File: config.mk
export PLATFORM = sky130hd
export DESIGN_NAME = dmem_access_ctrl
export DESIGN_NICKNAME = d
export VERILOG_FILES = /design/src/rtl/dmem_access_ctrl_pkg.sv /design/src/rtl/dmem_store_align.sv /design/src/rtl/dmem_access_ctrl.sv
export SDC_FILE = /design/constraint.sdc
export NUM_CORES = 1
export LEC_CHECK = 0
export CAP_MARGIN = 20
export CORE_MARGIN = 2
export CORE_UTILIZATION = 49
export CTS_CLUSTER_SIZE = 14
export DETAILED_ROUTE_END_ITERATION = 8
export GPL_TIMING_DRIVEN = 1
export PLACE_DENSITY = 0.82
export SLEW_MARGIN = 20
export SYNTH_ARGS = -nofsm -noshare
export SYNTH_HDL_FRONTEND = slang
export SYNTH_HIERARCHICAL = 1
export SYNTH_SLANG_ARGS = --single-unit
export TNS_END_PERCENT = 50
File: constraint.sdc
create_clock -name clk -period 4.3 [get_ports clk]
set_clock_uncertainty 0.1 [all_clocks]
set_input_delay 0.43 -clock clk [delete_from_list [all_inputs] [get_ports clk]]
set_output_delay 0.43 -clock clk [all_outputs]
set_load 0.05 [all_outputs]
File: src/rtl/dmem_access_ctrl_pkg.sv
// Shared definitions for the M-stage data-memory sequencer: FSM states, bus
// size codes, one-hot op bit positions and the alignment rule.
package dmem_access_ctrl_pkg;

  typedef enum logic [1:0] {
    S_IDLE  = 2'd0,
    S_REQ   = 2'd1,
    S_WAIT  = 2'd2,
    S_DRAIN = 2'd3
  } state_e;

  localparam logic [1:0] SIZE_BYTE = 2'd0;
  localparam logic [1:0] SIZE_HALF = 2'd1;
  localparam logic [1:0] SIZE_WORD = 2'd2;

  // Bit positions inside the pipeline's one-hot load vector {lb,lbu,lh,lhu,lw,lwl,lwr}
  localparam int LD_LB  = 6;
  localparam int LD_LBU = 5;
  localparam int LD_LH  = 4;
  localparam int LD_LHU = 3;
  localparam int LD_LW  = 2;
  localparam int LD_LWL = 1;
  localparam int LD_LWR = 0;

  // Bit positions inside the one-hot store vector {sb,sh,sw,swl,swr}
  localparam int ST_SB  = 4;
  localparam int ST_SH  = 3;
  localparam int ST_SW  = 2;
  localparam int ST_SWL = 1;
  localparam int ST_SWR = 0;

  // Bit positions inside the extension unit's 9-bit type vector
  localparam int EXT_LB  = 8;
  localparam int EXT_LBU = 7;
  localparam int EXT_LH  = 6;
  localparam int EXT_LHU = 5;
  localparam int EXT_LW  = 4;
  localparam int EXT_LWL = 3;
  localparam int EXT_LWR = 2;

  // Unaligned lwl/lwr/swl/swr are legal by design; only natural-size ops can fault.
  function automatic logic is_misaligned(input logic [6:0] ld, input logic [4:0] st,
                                         input logic [1:0] off);
    return ((ld[LD_LH] | ld[LD_LHU] | st[ST_SH]) & off[0]) |
           ((ld[LD_LW] | st[ST_SW]) & (off != 2'b00));
  endfunction

endpackage

File: src/rtl/dmem_store_align.sv
// Combinational store lane steering: byte strobes, lane-shifted write data and
// bus size for a one-hot store type and the address byte offset.
module dmem_store_align
  import dmem_access_ctrl_pkg::*;
(
  input  logic [4:0]  st_type_i,
  input  logic [1:0]  offset_i,
  input  logic [31:0] wdata_i,
  output logic [3:0]  wstrb_o,
  output logic [31:0] wdata_aligned_o,
  output logic [1:0]  size_o
);

  logic [1:0] inv_off;
  assign inv_off = 2'd3 - offset_i;

  always_comb begin
    // NOTE: every output gets a default before the branches so no path can infer a latch.
    wstrb_o         = 4'b0000;
    wdata_aligned_o = wdata_i;
    size_o          = SIZE_WORD;
    if (st_type_i[ST_SB]) begin
      size_o          = SIZE_BYTE;
      wstrb_o         = 4'b0001 << offset_i;
      wdata_aligned_o = {4{wdata_i[7:0]}};
    end else if (st_type_i[ST_SH]) begin
      size_o          = SIZE_HALF;
      wstrb_o         = 4'b0011 << offset_i;
      wdata_aligned_o = {2{wdata_i[15:0]}};
    end else if (st_type_i[ST_SW]) begin
      wstrb_o         = 4'b1111;
    end else if (st_type_i[ST_SWL]) begin
      wstrb_o         = 4'b1111 >> inv_off;
      wdata_aligned_o = wdata_i >> {inv_off, 3'b000};
    end else if (st_type_i[ST_SWR]) begin
      wstrb_o         = 4'b1111 << offset_i;
      wdata_aligned_o = wdata_i << {offset_i, 3'b000};
    end
  end

endmodule

File: src/rtl/dmem_access_ctrl.sv
// M-stage data-memory sequencer: issues one aligned load/store on the sram-like
// bus, stalls the pipe while it is outstanding and hands load words to extension.
module dmem_access_ctrl
  import dmem_access_ctrl_pkg::*;
#(
  parameter int ADDR_W = 32,
  parameter int DATA_W = 32   // byte-lane logic is 4-lane only; keep at 32
) (
  input  logic              clk,
  input  logic              resetn,
  input  logic              m_valid,
  input  logic [6:0]        m_ld_type,
  input  logic [4:0]        m_st_type,
  input  logic [ADDR_W-1:0] m_addr,
  input  logic [DATA_W-1:0] m_wdata,
  input  logic              m_flush,
  output logic              m_stall,
  output logic              data_req,
  output logic              data_wr,
  output logic [1:0]        data_size,
  output logic [ADDR_W-1:0] data_addr,
  output logic [3:0]        data_wstrb,
  output logic [DATA_W-1:0] data_wdata,
  input  logic              data_addr_ok,
  input  logic              data_data_ok,
  input  logic [DATA_W-1:0] data_rdata,
  output logic              ld_done,
  output logic [DATA_W-1:0] ld_raw,
  output logic [1:0]        ld_offset,
  output logic [8:0]        ld_type,
  output logic              exc_adel,
  output logic              exc_ades,
  output logic [ADDR_W-1:0] exc_badvaddr
);

  state_e            state_q;
  logic [6:0]        ld_q;
  logic [4:0]        st_q;
  logic [ADDR_W-1:0] addr_q;
  logic [DATA_W-1:0] wdata_q;
  logic              ld_done_q, exc_adel_q, exc_ades_q;
  logic [DATA_W-1:0] ld_raw_q;
  logic [1:0]        ld_offset_q;
  logic [8:0]        ld_type_q;
  logic [ADDR_W-1:0] badvaddr_q;

  logic in_is_ld, in_is_st, in_op, in_misaligned, issue;

  assign in_is_ld      = |m_ld_type;
  assign in_is_st      = |m_st_type;
  assign in_op         = m_valid & (in_is_ld | in_is_st);
  assign in_misaligned = is_misaligned(m_ld_type, m_st_type, m_addr[1:0]);
  // Zero-latency issue straight from the pipeline register; never while held in reset.
  assign issue = resetn & (state_q == S_IDLE) & in_op & ~m_flush & ~in_misaligned;

  // The issue cycle drives the bus from the inputs; REQ replays the latched copy.
  logic [6:0]        cur_ld;
  logic [4:0]        cur_st;
  logic [ADDR_W-1:0] cur_addr;
  logic [DATA_W-1:0] cur_wdata;
  logic              use_in;

  assign use_in    = (state_q == S_IDLE);
  assign cur_ld    = use_in ? m_ld_type : ld_q;
  assign cur_st    = use_in ? m_st_type : st_q;
  assign cur_addr  = use_in ? m_addr    : addr_q;
  assign cur_wdata = use_in ? m_wdata   : wdata_q;

  logic [3:0]        st_wstrb;
  logic [DATA_W-1:0] st_wdata;
  logic [1:0]        st_size;

  dmem_store_align u_store_align (
    .st_type_i       (cur_st),
    .offset_i        (cur_addr[1:0]),
    .wdata_i         (cur_wdata),
    .wstrb_o         (st_wstrb),
    .wdata_aligned_o (st_wdata),
    .size_o          (st_size)
  );

  logic word_op, req;
  assign word_op = cur_ld[LD_LW] | cur_ld[LD_LWL] | cur_ld[LD_LWR] |
                   cur_st[ST_SW] | cur_st[ST_SWL] | cur_st[ST_SWR];
  assign req     = issue | (state_q == S_REQ);

  always_comb begin
    data_req   = req;
    data_wr    = 1'b0;
    data_size  = 2'b00;
    data_addr  = '0;
    data_wstrb = 4'b0000;
    data_wdata = '0;
    if (req) begin
      data_wr   = |cur_st;
      data_addr = word_op ? {cur_addr[ADDR_W-1:2], 2'b00} : cur_addr;
      if (|cur_st) begin
        data_size  = st_size;
        data_wstrb = st_wstrb;
        data_wdata = st_wdata;
      end else if (cur_ld[LD_LB] | cur_ld[LD_LBU]) begin
        data_size = SIZE_BYTE;
      end else if (cur_ld[LD_LH] | cur_ld[LD_LHU]) begin
        data_size = SIZE_HALF;
      end else begin
        data_size = SIZE_WORD;
      end
    end
  end

  // In DRAIN the flushed op no longer owns the pipe; only a new op must wait.
  always_comb begin
    m_stall = 1'b0;
    unique case (state_q)
      S_IDLE:         m_stall = issue;
      S_REQ, S_WAIT:  m_stall = 1'b1;
      S_DRAIN:        m_stall = in_op;
      default:        m_stall = 1'b0;
    endcase
  end

  // NOTE: sequential state uses non-blocking assignments so every register samples pre-edge values.
  always_ff @(posedge clk or negedge resetn) begin
    if (!resetn) begin
      state_q     <= S_IDLE;
      ld_q        <= '0;
      st_q        <= '0;
      addr_q      <= '0;
      wdata_q     <= '0;
      ld_done_q   <= 1'b0;
      exc_adel_q  <= 1'b0;
      exc_ades_q  <= 1'b0;
      ld_raw_q    <= '0;
      ld_offset_q <= '0;
      ld_type_q   <= '0;
      badvaddr_q  <= '0;
    end else begin
      ld_done_q  <= 1'b0;
      exc_adel_q <= 1'b0;
      exc_ades_q <= 1'b0;
      unique case (state_q)
        S_IDLE: begin
          if (in_op && !m_flush) begin
            if (in_misaligned) begin
              exc_adel_q <= in_is_ld;
              exc_ades_q <= ~in_is_ld;
              badvaddr_q <= m_addr;
            end else begin
              ld_q    <= m_ld_type;
              st_q    <= m_st_type;
              addr_q  <= m_addr;
              wdata_q <= m_wdata;
              state_q <= data_addr_ok ? S_WAIT : S_REQ;
            end
          end
        end
        S_REQ: begin
          if (data_addr_ok)  state_q <= m_flush ? S_DRAIN : S_WAIT;
          else if (m_flush)  state_q <= S_IDLE;
        end
        S_WAIT: begin
          if (data_data_ok) begin
            state_q <= S_IDLE;
            // A flush landing on the completion cycle still kills the load result.
            if ((|ld_q) && !m_flush) begin
              ld_done_q   <= 1'b1;
              ld_raw_q    <= data_rdata;
              ld_offset_q <= addr_q[1:0];
              ld_type_q   <= {ld_q, 2'b00};
            end
          end else if (m_flush) begin
            state_q <= S_DRAIN;
          end
        end
        S_DRAIN: begin
          if (data_data_ok) state_q <= S_IDLE;
        end
        default: state_q <= S_IDLE;
      endcase
    end
  end

  assign ld_done      = ld_done_q;
  assign ld_raw       = ld_raw_q;
  assign ld_offset    = ld_offset_q;
  assign ld_type      = ld_type_q;
  assign exc_adel     = exc_adel_q;
  assign exc_ades     = exc_ades_q;
  assign exc_badvaddr = badvaddr_q;

endmodule

Yosys cells after proc, flatten, opt, wreduce, memory -nomap -nowiden --
Cells that the tools add are included.
Storage, ports and cells: register bits 154, logic and storage cells 111, output and inout bits 151, bits of input ports 114
Cells by class: eq/ne operators 8, bitwise logic cells 23, shifts and indexed selects 6, multiplexer cells 47, add/subtract/negate cells 1, reduce and logical (&&, ||, !) cells 14
Operator list (count):
- $mux 32 | 10
- $shl 32x5->32 | 1
- $shr 32x5->32 | 1
- $mux 2 | 15
- $mux 4 | 7
- $reduce_or 7->1 | 2
- $or 1x1->1 | 13
- $mux 1 | 11
- $reduce_or 5->1 | 2
- $reduce_and 3->1 | 3
- $pmux 2 s4 | 1
- $and 1x1->1 | 7
- $mux 7 | 1
- $ne 3x3->1 const B | 2
- $mux 5 | 1
- $reduce_and 5->1 | 1
- $eq 2x2->1 const B | 2
- $ne 2x2->1 const B | 2
- $shl 1x2->4 const A | 1
- $shl 2x2->4 const A | 1
- $shl 4x2->4 const A | 1
- $shr 4x2->4 const A | 1
- $not 1->1 | 3
- $pmux 1 s3 | 1
- other kinds (8) | 9

Depth between registers and ports, before layout --
Gate-level depths: netlist of run 1.
word-level depth 10, depth in mapped cells 14, depth with buffers taken out 9

Cells and area by module --
The synthesis of run 1 kept the hierarchy.
By module, submodules not included:
- dmem_access_ctrl | instances 1, cells an instance 548, area each 7569.8 um^2, sequential area each 3853.7 um^2
- dmem_store_align | instances 1, cells an instance 255, area each 1833.0 um^2, sequential area each 0.0 um^2

Least setup slack after synthesis of run 1 --
Ideal clock, no wire load.
kind reg-to-output, from register state_q[0], to output data_wdata[14], path slack 0.556 ns, path buffers 6, data required time 3.770 ns, arrival 3.214 ns, cell stages (with the launch flop) 15, path through dfrtp_1 -> inv_1 -> ha_1 -> buf_2 -> clkbuf_1 -> clkbuf_1 -> mux2_2 -> buf_6 -> or2_1 -> buf_6 -> nor3b_4 -> buf_6 -> a221oi_1 -> nand2_1 -> and2_1
Between the ends: elaborated cells on any way between the ends 21, classes of those cells add/sub (1); eq/ne (1); shift (2); mux (10); bitwise (5); reduce/logical (2)
RTL lines:
- start: declaration | RTL line dmem_access_ctrl.sv:36 | state_e state_q;
- start signal: assignment | RTL line dmem_access_ctrl.sv:153 | state_q <= data_addr_ok ? S_WAIT : S_REQ;
- start signal: assignment | RTL line dmem_access_ctrl.sv:158 | if (data_addr_ok) state_q <= m_flush ? S_DRAIN : S_WAIT;
- $logic_not 2->1 | RTL line dmem_access_ctrl.sv:63 | assign use_in = (state_q == S_IDLE);
- $mux 5 | RTL line dmem_access_ctrl.sv:65 | assign cur_st = use_in ? m_st_type : st_q;
- via cur_st[4] | RTL line dmem_access_ctrl.sv:58 | logic [4:0] cur_st;
- $mux 32 | RTL line dmem_store_align.sv:22 | if (st_type_i[ST_SB]) begin
- via st_wdata[14] | RTL line dmem_access_ctrl.sv:70 | logic [DATA_W-1:0] st_wdata;
- $mux 32 | RTL line dmem_access_ctrl.sv:97 | if (|cur_st) begin
- $mux 32 | RTL line dmem_access_ctrl.sv:94 | if (req) begin
- end: declaration | RTL line dmem_access_ctrl.sv:23 | output logic [DATA_W-1:0] data_wdata,
The timed path passes the listed nets, and every way through them passes these cells.

Worst setup path after layout of run 1 --
from register state_q[0], to output data_wdata[25]
Between the ends: elaborated cells on any way between the ends 21, classes of those cells add/sub (1); eq/ne (1); shift (2); mux (10); bitwise (5); reduce/logical (2)
RTL lines:
- $logic_not 2->1 | RTL line dmem_access_ctrl.sv:63
- $mux 5 | RTL line dmem_access_ctrl.sv:65
- via cur_st[2] | RTL line dmem_access_ctrl.sv:58
- $mux 32 | RTL line dmem_store_align.sv:30 | end else if (st_type_i[ST_SW]) begin
- $mux 32 | RTL line dmem_store_align.sv:26 | end else if (st_type_i[ST_SH]) begin
- $mux 32 | RTL line dmem_store_align.sv:22
- via st_wdata[25] | RTL line dmem_access_ctrl.sv:70
- $mux 32 | RTL line dmem_access_ctrl.sv:97
- $mux 32 | RTL line dmem_access_ctrl.sv:94
The timed path passes the listed nets, and every way through them passes these cells.

==> results of run 1 <==
[flip-flops by register name (all words and copies together) (netlist names)]
signal        cells
ld_raw           32
ld_type           7
ld_q              7
exc_badvaddr     32
ld_done           1
addr_q           32
st_q              5
state_q           2
exc_adel          1
wdata_q          32
ld_offset         2
exc_ades          1
[final cells by class]
| type | count | area (µm²) |
|---|---|---|
| diodes | 3 | 7.51 |
| clock inverters | 14 | 131 |
| clock buffers | 17 | 425 |
| repair buffers | 284 | 3060 |
| well taps | 234 | 293 |
| multi-input cells | 582 | 5170 |
| flip-flops and latches | 154 | 3850 |
| inverters | 9 | 33.8 |
| fillers | 1338 | 5790 |
[routing by layer]
layer  GRT usage (%)  vias to the layer above  share of wire [%]  wire, µm
met5               0                        -                  0         0
met4            10.5                        0                2.9       808
met3            5.38                       52                6.4      1750
met2            44.1                      307                 50     13900
met1            32.7                     3624                 40     11100
li1                -                     3401                  -         -
[per-stage QoR]
step	instances	worst slack, ns
after floorplan	804	0.556
after global placement	1261	0.634
after detailed placement	1261	0.499
after CTS	1292	0.187
after global routing	1297	0.0781
final	1297	0.313
[cell usage after synthesis (10+ instances only)]
| library cell | instances |
|---|---|
| nor3_1 | 12 |
| nor2b_1 | 14 |
| nand3_1 | 11 |
| o31ai_1 | 10 |
| nor2_1 | 39 |
| a222oi_1 | 15 |
| mux2i_1 | 69 |
| and2_1 | 38 |
| mux2_4 | 68 |
| clkbuf_1 | 14 |
| mux2_2 | 130 |
| nand2_1 | 52 |
| a21oi_1 | 22 |
| buf_2 | 24 |
| nand2b_1 | 21 |
| dfrtp_1 | 154 |
| buf_6 | 14 |
| ha_1 | 10 |
[cell usage in the layout, fill, tap and decap left out, types with 2 or more instances in the layout]
master / netlist / final
clkbuf_16: 0 / 17
nor2b_1: 14 / 14
clkinvlp_4: 0 / 5
nor3_1: 12 / 12
nand4_1: 2 / 2
inv_8: 0 / 3
buf_4: 6 / 31
a222oi_1: 15 / 15
a21oi_1: 22 / 22
and2_1: 38 / 38
o21a_1: 2 / 2
clkdlybuf4s50_1: 0 / 221
nand3_1: 11 / 11
a221oi_1: 8 / 8
mux2_2: 130 / 130
buf_6: 14 / 2
a22o_1: 9 / 9
or2_1: 2 / 2
inv_1: 8 / 8
nand2b_1: 21 / 21
nand2_1: 52 / 52
dfrtp_1: 154 / 154
o21ai_0: 8 / 8
o2bb2ai_1: 9 / 9
diode_2: 0 / 3
mux2i_1: 69 / 69
ha_1: 10 / 9
o41ai_1: 2 / 2
o22a_1: 2 / 2
o31ai_1: 10 / 10
buf_12: 0 / 29
mux2_4: 68 / 68
nor2_1: 39 / 39
conb_1: 1 / 2
inv_6: 0 / 4
nor2_4: 2 / 2
[kinds of logic (layout without fill, tap and decap cells)]
| kind of cell | Yosys count | after routing | share of synthesized area [%] |
|---|---|---|---|
| AOI/OAI and AO/OA | 96 | 96 | 7.82 |
| adders and majority gates | 10 | 10 | 1.33 |
| other | 1 | 5 | 0.0399 |
| muxes | 267 | 267 | 33.8 |
| DFF | 154 | 154 | 41.0 |
| buffers and inverters | 68 | 324 | 4.39 |
| and+or+nand+nor | 207 | 207 | 11.7 |
[what timing repair did]
item | CTS | global route
resized for setup | 0 | 0
buffers inserted | 0 | 1
endpoints found under the setup margin | 0 | 2
[worst max path at each step]
stage,end,startpoint,slack (ns)
6_report,data_wdata[25],state_q[0],0.31
4_1_cts,data_wdata[13],state_q[0],0.19
3_5_place_dp,data_addr[19],m_ld_type[3],0.50
2_1_floorplan,data_wdata[14],state_q[0],0.56
3_3_place_gp,data_addr[6],m_ld_type[0],0.63
5_1_grt,data_wdata[25],state_q[0],0.08
==> load_flow_metrics.sql, run 1 <==
INSERT INTO impl_metrics (metric_group, metric, value, unit) VALUES
('outcome', 'status', 'finished with violations', ''),
('outcome', 'violations', 'hold timing', ''),
('clock_tree', 'cts_tree', 'yes', ''),
('critical_path', 'path_depth_of_the_worst_reg2reg_path', '6', ''),
('critical_path', 'setup.reg_to_reg.worst_slack', '1.26', 'ns'),
('critical_path', 'largest_fanout_on_the_critical_path', '18', ''),
('cells_and_area', 'stdcell_area', '0.0130', 'mm²'),
('sta', 'setup_viol_count_final', '0', ''),
('logic_synthesis', 'post_synth_num_cell_types', '56', ''),
('clock_tree', 'h-tree-depth', '4', ''),
('logic_synthesis', 'fraction_of_post_synthesis_cell_area_in_the_top_cell_type_by_area', '41.0', '%'),
('critical_path', 'crit_cells', '9', ''),
('logic_synthesis', 'async_reset_ff_share', '100', '%'),
('die', 'core_area', '0.0188', 'mm²'),
('logic_synthesis', 'synth.avg_cell_area', '11.7', 'µm²'),
('routing', 'vias', '7384', ''),
('place', 'postPlaceCellArea', '0.0124', 'mm²'),
('clock_tree', 'cts.path.max_buffers', '2', ''),
('sta', 'timing.fmax', '0.251', 'GHz'),
('worst_hold_path', 'hold_class', 'primary input to async pin', ''),
('logic_synthesis', 'mappedNetlistArea', '0.00940', 'mm²'),
('critical_path', 'critPathCaptureType', 'output pin', ''),
('place', 'io_buffer_count', '262', ''),
('clock_tree', 'hold_buffers', '0', ''),
('clock_tree', 'clkLatencyLatePin', '0.42', 'ns'),
('logic_synthesis', 'synth-edff-count', '0', ''),
('routing', 'drt_iter0_markers', '536', ''),
('die', 'boundaryPins', '265', ''),
('critical_path', 'worst_setup_path_type', 'flip-flop to output pin', ''),
('sta', 'hold_viol_final', '36', ''),
('sta', 'tightest_slew', '1.12', 'ns'),
('sta', 'setup-tns-final', '0', 'ns'),
('place', 'dp_hpwl', '19.8', 'mm'),
('die', 'placement_rows', '50', ''),
('die', 'floorplan.initialDensity', '50.1', '%'),
('global_routing', 'antenna_found_initial', '3', ''),
('logic_synthesis', 'synth_warnings', '6', ''),
('routing', 'detail-route-antenna-nets', '0', ''),
('global_routing', 'gr-usage-all-layers', '26.1', '%'),
('logic_synthesis', 'area_contributors_post_synth', 'dfrtp_1 (41%), mux2_2 (16%), mux2_4 (11%)', ''),
('die', 'die_area', '0.0203', 'mm²'),
('place', 'finalWeightedCongestion', '0.906', ''),
('clock_tree', 'cts_num_sinks', '154', ''),
('routing', 'drt_drc_violations_left', '0', ''),
('sta', 'post_route_hold_slack', '-0.0257', 'ns'),
('sta', 'period_minus_slack', '3.99', 'ns'),
('global_routing', 'largest_net_degree_at_the_start_of_global_routing', '81', ''),
('die', 'die_width', '143', 'µm'),
('routing', 'drt_first_pass_iters', '7', ''),
('routing', 'drt-wirelength-per-cell', '21.2', 'µm'),
('logic_synthesis', 'postSynthCellCount', '803', ''),
('critical_path', 'crit-reg2reg-launch', 'state_q[0]', ''),
('clock_tree', 'num_cts_buffers', '17', ''),
('sta', 'maxSlewHeadroom', '25.5', '%'),
('sta', 'rsz_0062_raised_after_global_routing', 'no', ''),
('critical_path', 'timing.critical_path.cells', 'inv_1 -> ha_4 -> mux2_2 -> o21bai_2 -> o21a_1 -> a222oi_1 -> nand2_1 -> and2_1 -> buf_4', ''),
('global_routing', 'first_global_vias', '7348', ''),
('logic_synthesis', 'synth_sequential_area_ratio', '41.0', '%'),
('die', 'die_y', '143', 'µm'),
('clock_tree', 'cts_root_buf', 'clkbuf_16', ''),
('critical_path', 'critical_path_arrival', '3.46', 'ns'),
('global_routing', 'wire_length_of_the_first_global_routing_pass', '41.2', 'mm'),
('critical_path', 'reg2reg_to', 'exc_badvaddr[3]', ''),
('sta', 'timing_max_transition_violations_final', '0', ''),
('global_routing', 'grt_overflow_total', '0', ''),
('critical_path', 'required', '3.77', 'ns'),
('routing', 'routed_wirelength', '27.5', 'mm'),
('flow_run', 'drv.max_cap_violation_count', '0', ''),
('critical_path', 'cp_top_family', 'compound AO/OA/AOI/OAI gates', ''),
('cells_and_area', 'syn_to_final_growth', '38.0', '%'),
('critical_path', 'worst_path_largest_cell_delay', '0.53', 'ns'),
('logic_synthesis', 'yosys.area.top_type', 'dfrtp_1', ''),
('sta', 'layout_worst_path_cycle_share', '92.7', '%'),
('cells_and_area', 'final_nets', '1172', ''),
('critical_path', 'path_buf_inv', '2', ''),
('routing', 'avgViaCountPerCell', '5.69', ''),
('critical_path', 'crit_slowest_cell', 'mux2_2', ''),
('cells_and_area', 'layout-drive-gt1-share', '28.9', '%'),
('cells_and_area', 'layout.core_utilization', '69.2', '%'),
('clock_tree', 'cts.clk_slew.worst_paths', '0.07', 'ns'),
('logic_synthesis', 'yosys_register_bits', '154', ''),
('logic_synthesis', 'yosys_most_used_dff', 'dfrtp_1', ''),
('critical_path', 'critical_path_startpoint_category', 'flip-flop', '');
Power of run 1 is left out: the tool's default activity adds up to more than one toggle a clock period on the data nets, which glitch-free logic cannot reach.
==> inputs of run 2 (changes only) <==
GPL_TIMING_DRIVEN = default   (was 1)
SKIP_CTS_REPAIR_TIMING = 1   (was default)
SLEW_MARGIN = 10   (was 20)
==> run 2 against run 1 <==
Compared with the run above: the flow now finishes without violations; register-to-register slack is essentially flat; flip-flop and latch count stayed put; worst hold slack better by 0.18 ns; first-iteration DRC count is 3.5% higher; setup slack got worse by 0.017 ns; final cell count stayed put; wire length is 1.6% lower; maximum frequency down 0.42%; sequential share of layout area is essentially flat; core utilization is essentially flat; non-clock buffer count unchanged; critical path depth did not move; critical endpoint is now data_wdata[28]; largest cell class unchanged; highest routed layer unchanged.
==> load_flow_metrics.sql, run 2 (synthesis results as in run 1) <==
INSERT INTO impl_metrics (metric_group, metric, value, unit) VALUES
('outcome', 'status', 'complete, no violations', ''),
('critical_path', 'path_buf_inv', '2', ''),
('cells_and_area', 'layout-drive-gt1-share', '28.9', '%'),
('clock_tree', 'cts_num_sinks', '154', ''),
('critical_path', 'critical_path_arrival', '3.47', 'ns'),
('routing', 'vias', '7375', ''),
('die', 'placement_rows', '50', ''),
('clock_tree', 'num_cts_buffers', '17', ''),
('place', 'dp_hpwl', '19.8', 'mm'),
('sta', 'maxSlewHeadroom', '25.5', '%'),
('die', 'boundaryPins', '265', ''),
('routing', 'drt-wirelength-per-cell', '20.9', 'µm'),
('routing', 'avgViaCountPerCell', '5.69', ''),
('critical_path', 'critPathCaptureType', 'output pin', ''),
('die', 'die_y', '143', 'µm'),
('cells_and_area', 'layout.cells.most_common', 'clkdlybuf4s50_1', ''),
('critical_path', 'crit_slowest_cell', 'mux2_2', ''),
('sta', 'timing.fmax', '0.250', 'GHz'),
('sta', 'layout_worst_path_cycle_share', '93.1', '%'),
('global_routing', 'antenna_found_initial', '3', ''),
('routing', 'drt_first_pass_iters', '5', ''),
('global_routing', 'largest_net_degree_at_the_start_of_global_routing', '81', ''),
('critical_path', 'setup.reg_to_reg.worst_slack', '1.26', 'ns'),
('sta', 'hold_viol_final', '0', ''),
('sta', 'timing_max_transition_violations_final', '0', ''),
('clock_tree', 'cts_tree', 'yes', ''),
('critical_path', 'worst_path_largest_cell_delay', '0.53', 'ns'),
('place', 'io_buffer_count', '262', ''),
('clock_tree', 'clkLatencyLatePin', '0.42', 'ns'),
('routing', 'drt_drc_violations_left', '0', ''),
('critical_path', 'required', '3.77', 'ns'),
('routing', 'routed_wirelength', '27.1', 'mm'),
('global_routing', 'first_global_vias', '7348', ''),
('die', 'core_area', '0.0188', 'mm²'),
('sta', 'rsz_0062_raised_after_global_routing', 'no', ''),
('clock_tree', 'cts.clk_slew.worst_paths', '0.07', 'ns'),
('flow_run', 'drv.max_cap_violation_count', '0', ''),
('cells_and_area', 'most-common-layout-cells', 'clkdlybuf4s50_1 (221), dfrtp_1 (154), mux2_2 (130)', ''),
('critical_path', 'timing.critical_path.cells', 'inv_1 -> ha_4 -> mux2_2 -> o21bai_2 -> o21a_1 -> a222oi_1 -> nand2_1 -> and2_1 -> buf_4', ''),
('clock_tree', 'h-tree-depth', '4', ''),
('sta', 'period_minus_slack', '4.00', 'ns'),
('die', 'floorplan.initialDensity', '50.1', '%'),
('global_routing', 'gr-usage-all-layers', '26.1', '%'),
('die', 'die_area', '0.0203', 'mm²'),
('critical_path', 'crit-reg2reg-launch', 'state_q[0]', ''),
('place', 'finalWeightedCongestion', '0.906', ''),
('critical_path', 'largest_fanout_on_the_critical_path', '18', ''),
('cells_and_area', 'final_nets', '1172', ''),
('sta', 'setup-tns-final', '0', 'ns'),
('critical_path', 'worst_setup_path_type', 'flip-flop to output pin', ''),
('sta', 'tightest_slew', '1.12', 'ns'),
('cells_and_area', 'fillers', '1347', ''),
('sta', 'timing.final.ws_setup', '0.296', 'ns'),
('critical_path', 'path_depth_of_the_worst_reg2reg_path', '6', ''),
('cells_and_area', 'syn_to_final_growth', '38.0', '%'),
('worst_hold_path', 'hold_class', 'primary input to async pin', ''),
('die', 'die_width', '143', 'µm'),
('critical_path', 'critical_path_startpoint_category', 'flip-flop', ''),
('routing', 'detail-route-antenna-nets', '0', ''),
('global_routing', 'wire_length_of_the_first_global_routing_pass', '41.2', 'mm'),
('critical_path', 'reg2reg_to', 'exc_badvaddr[3]', ''),
('cells_and_area', 'layout.core_utilization', '69.1', '%'),
('clock_tree', 'cts.path.max_buffers', '2', ''),
('critical_path', 'cp_top_family', 'compound AO/OA/AOI/OAI gates', ''),
('global_routing', 'grt_overflow_total', '0', ''),
('sta', 'setup_viol_count_final', '0', ''),
('place', 'place_worst_setup_slack', '0.499', 'ns'),
('routing', 'drt_iter0_markers', '555', ''),
('clock_tree', 'cts_root_buf', 'clkbuf_16', '');
==> run 2: cell types whose count changed in the layout (fill, tap and decap cells not counted) <==
cell   change
buf_4      +1
buf_6      -1
==> run 2: worst max path at each step <==
stage,startpoint,endpoint,slack (ns),depth (start not counted)
6_report,state_q[0],data_wdata[28],0.30,9
5_1_grt,state_q[0],data_wdata[25],0.08,9
4_1_cts,state_q[0],data_wdata[13],0.19,9
3_5_place_dp,m_ld_type[3],data_addr[19],0.50,7
3_3_place_gp,m_ld_type[0],data_addr[6],0.63,7
2_1_floorplan,state_q[0],data_wdata[14],0.56,14
==> run 2: routing by layer <==
layer / share of wire, % / wire length (µm) / GRT usage (%) / vias up
met4: 2.6 / 717 / 10.5 / 0
met1: 41 / 11000 / 32.7 / 3625
li1: - / - / - / 3403
met2: 50 / 13600 / 44.1 / 302
met5: 0 / 0 / 0 / -
met3: 6.6 / 1770 / 5.38 / 45
==> run 2: through the flow <==
| step | hold WS [ns] | area (µm²) | cells |
|---|---|---|---|
| 3_5_place_dp | 0.390 | 12400 | 1261 |
| 2_1_floorplan | 0.0344 | 9410 | 804 |
| 5_1_grt | 0.259 | 13000 | 1297 |
| 4_1_cts | 0.210 | 12900 | 1292 |
| 6_report | 0.158 | 13000 | 1297 |
| 3_3_place_gp | 0.383 | 12400 | 1261 |
==> run 2: area by class of cell <==
type / count / area [µm²] / area share [%]
Inverter: 9 / 33.8 / 0.260
Multi-Input combinational cell: 582 / 5170 / 39.9
Antenna cell: 3 / 7.51 / 0.0579
Timing Repair Buffer: 284 / 3060 / 23.6
Tap cell: 234 / 293 / 2.26
Sequential cell: 154 / 3850 / 29.7
Clock inverter: 14 / 131 / 1.01
Clock buffer: 17 / 425 / 3.28
Power of run 2 is left out for the same reason.
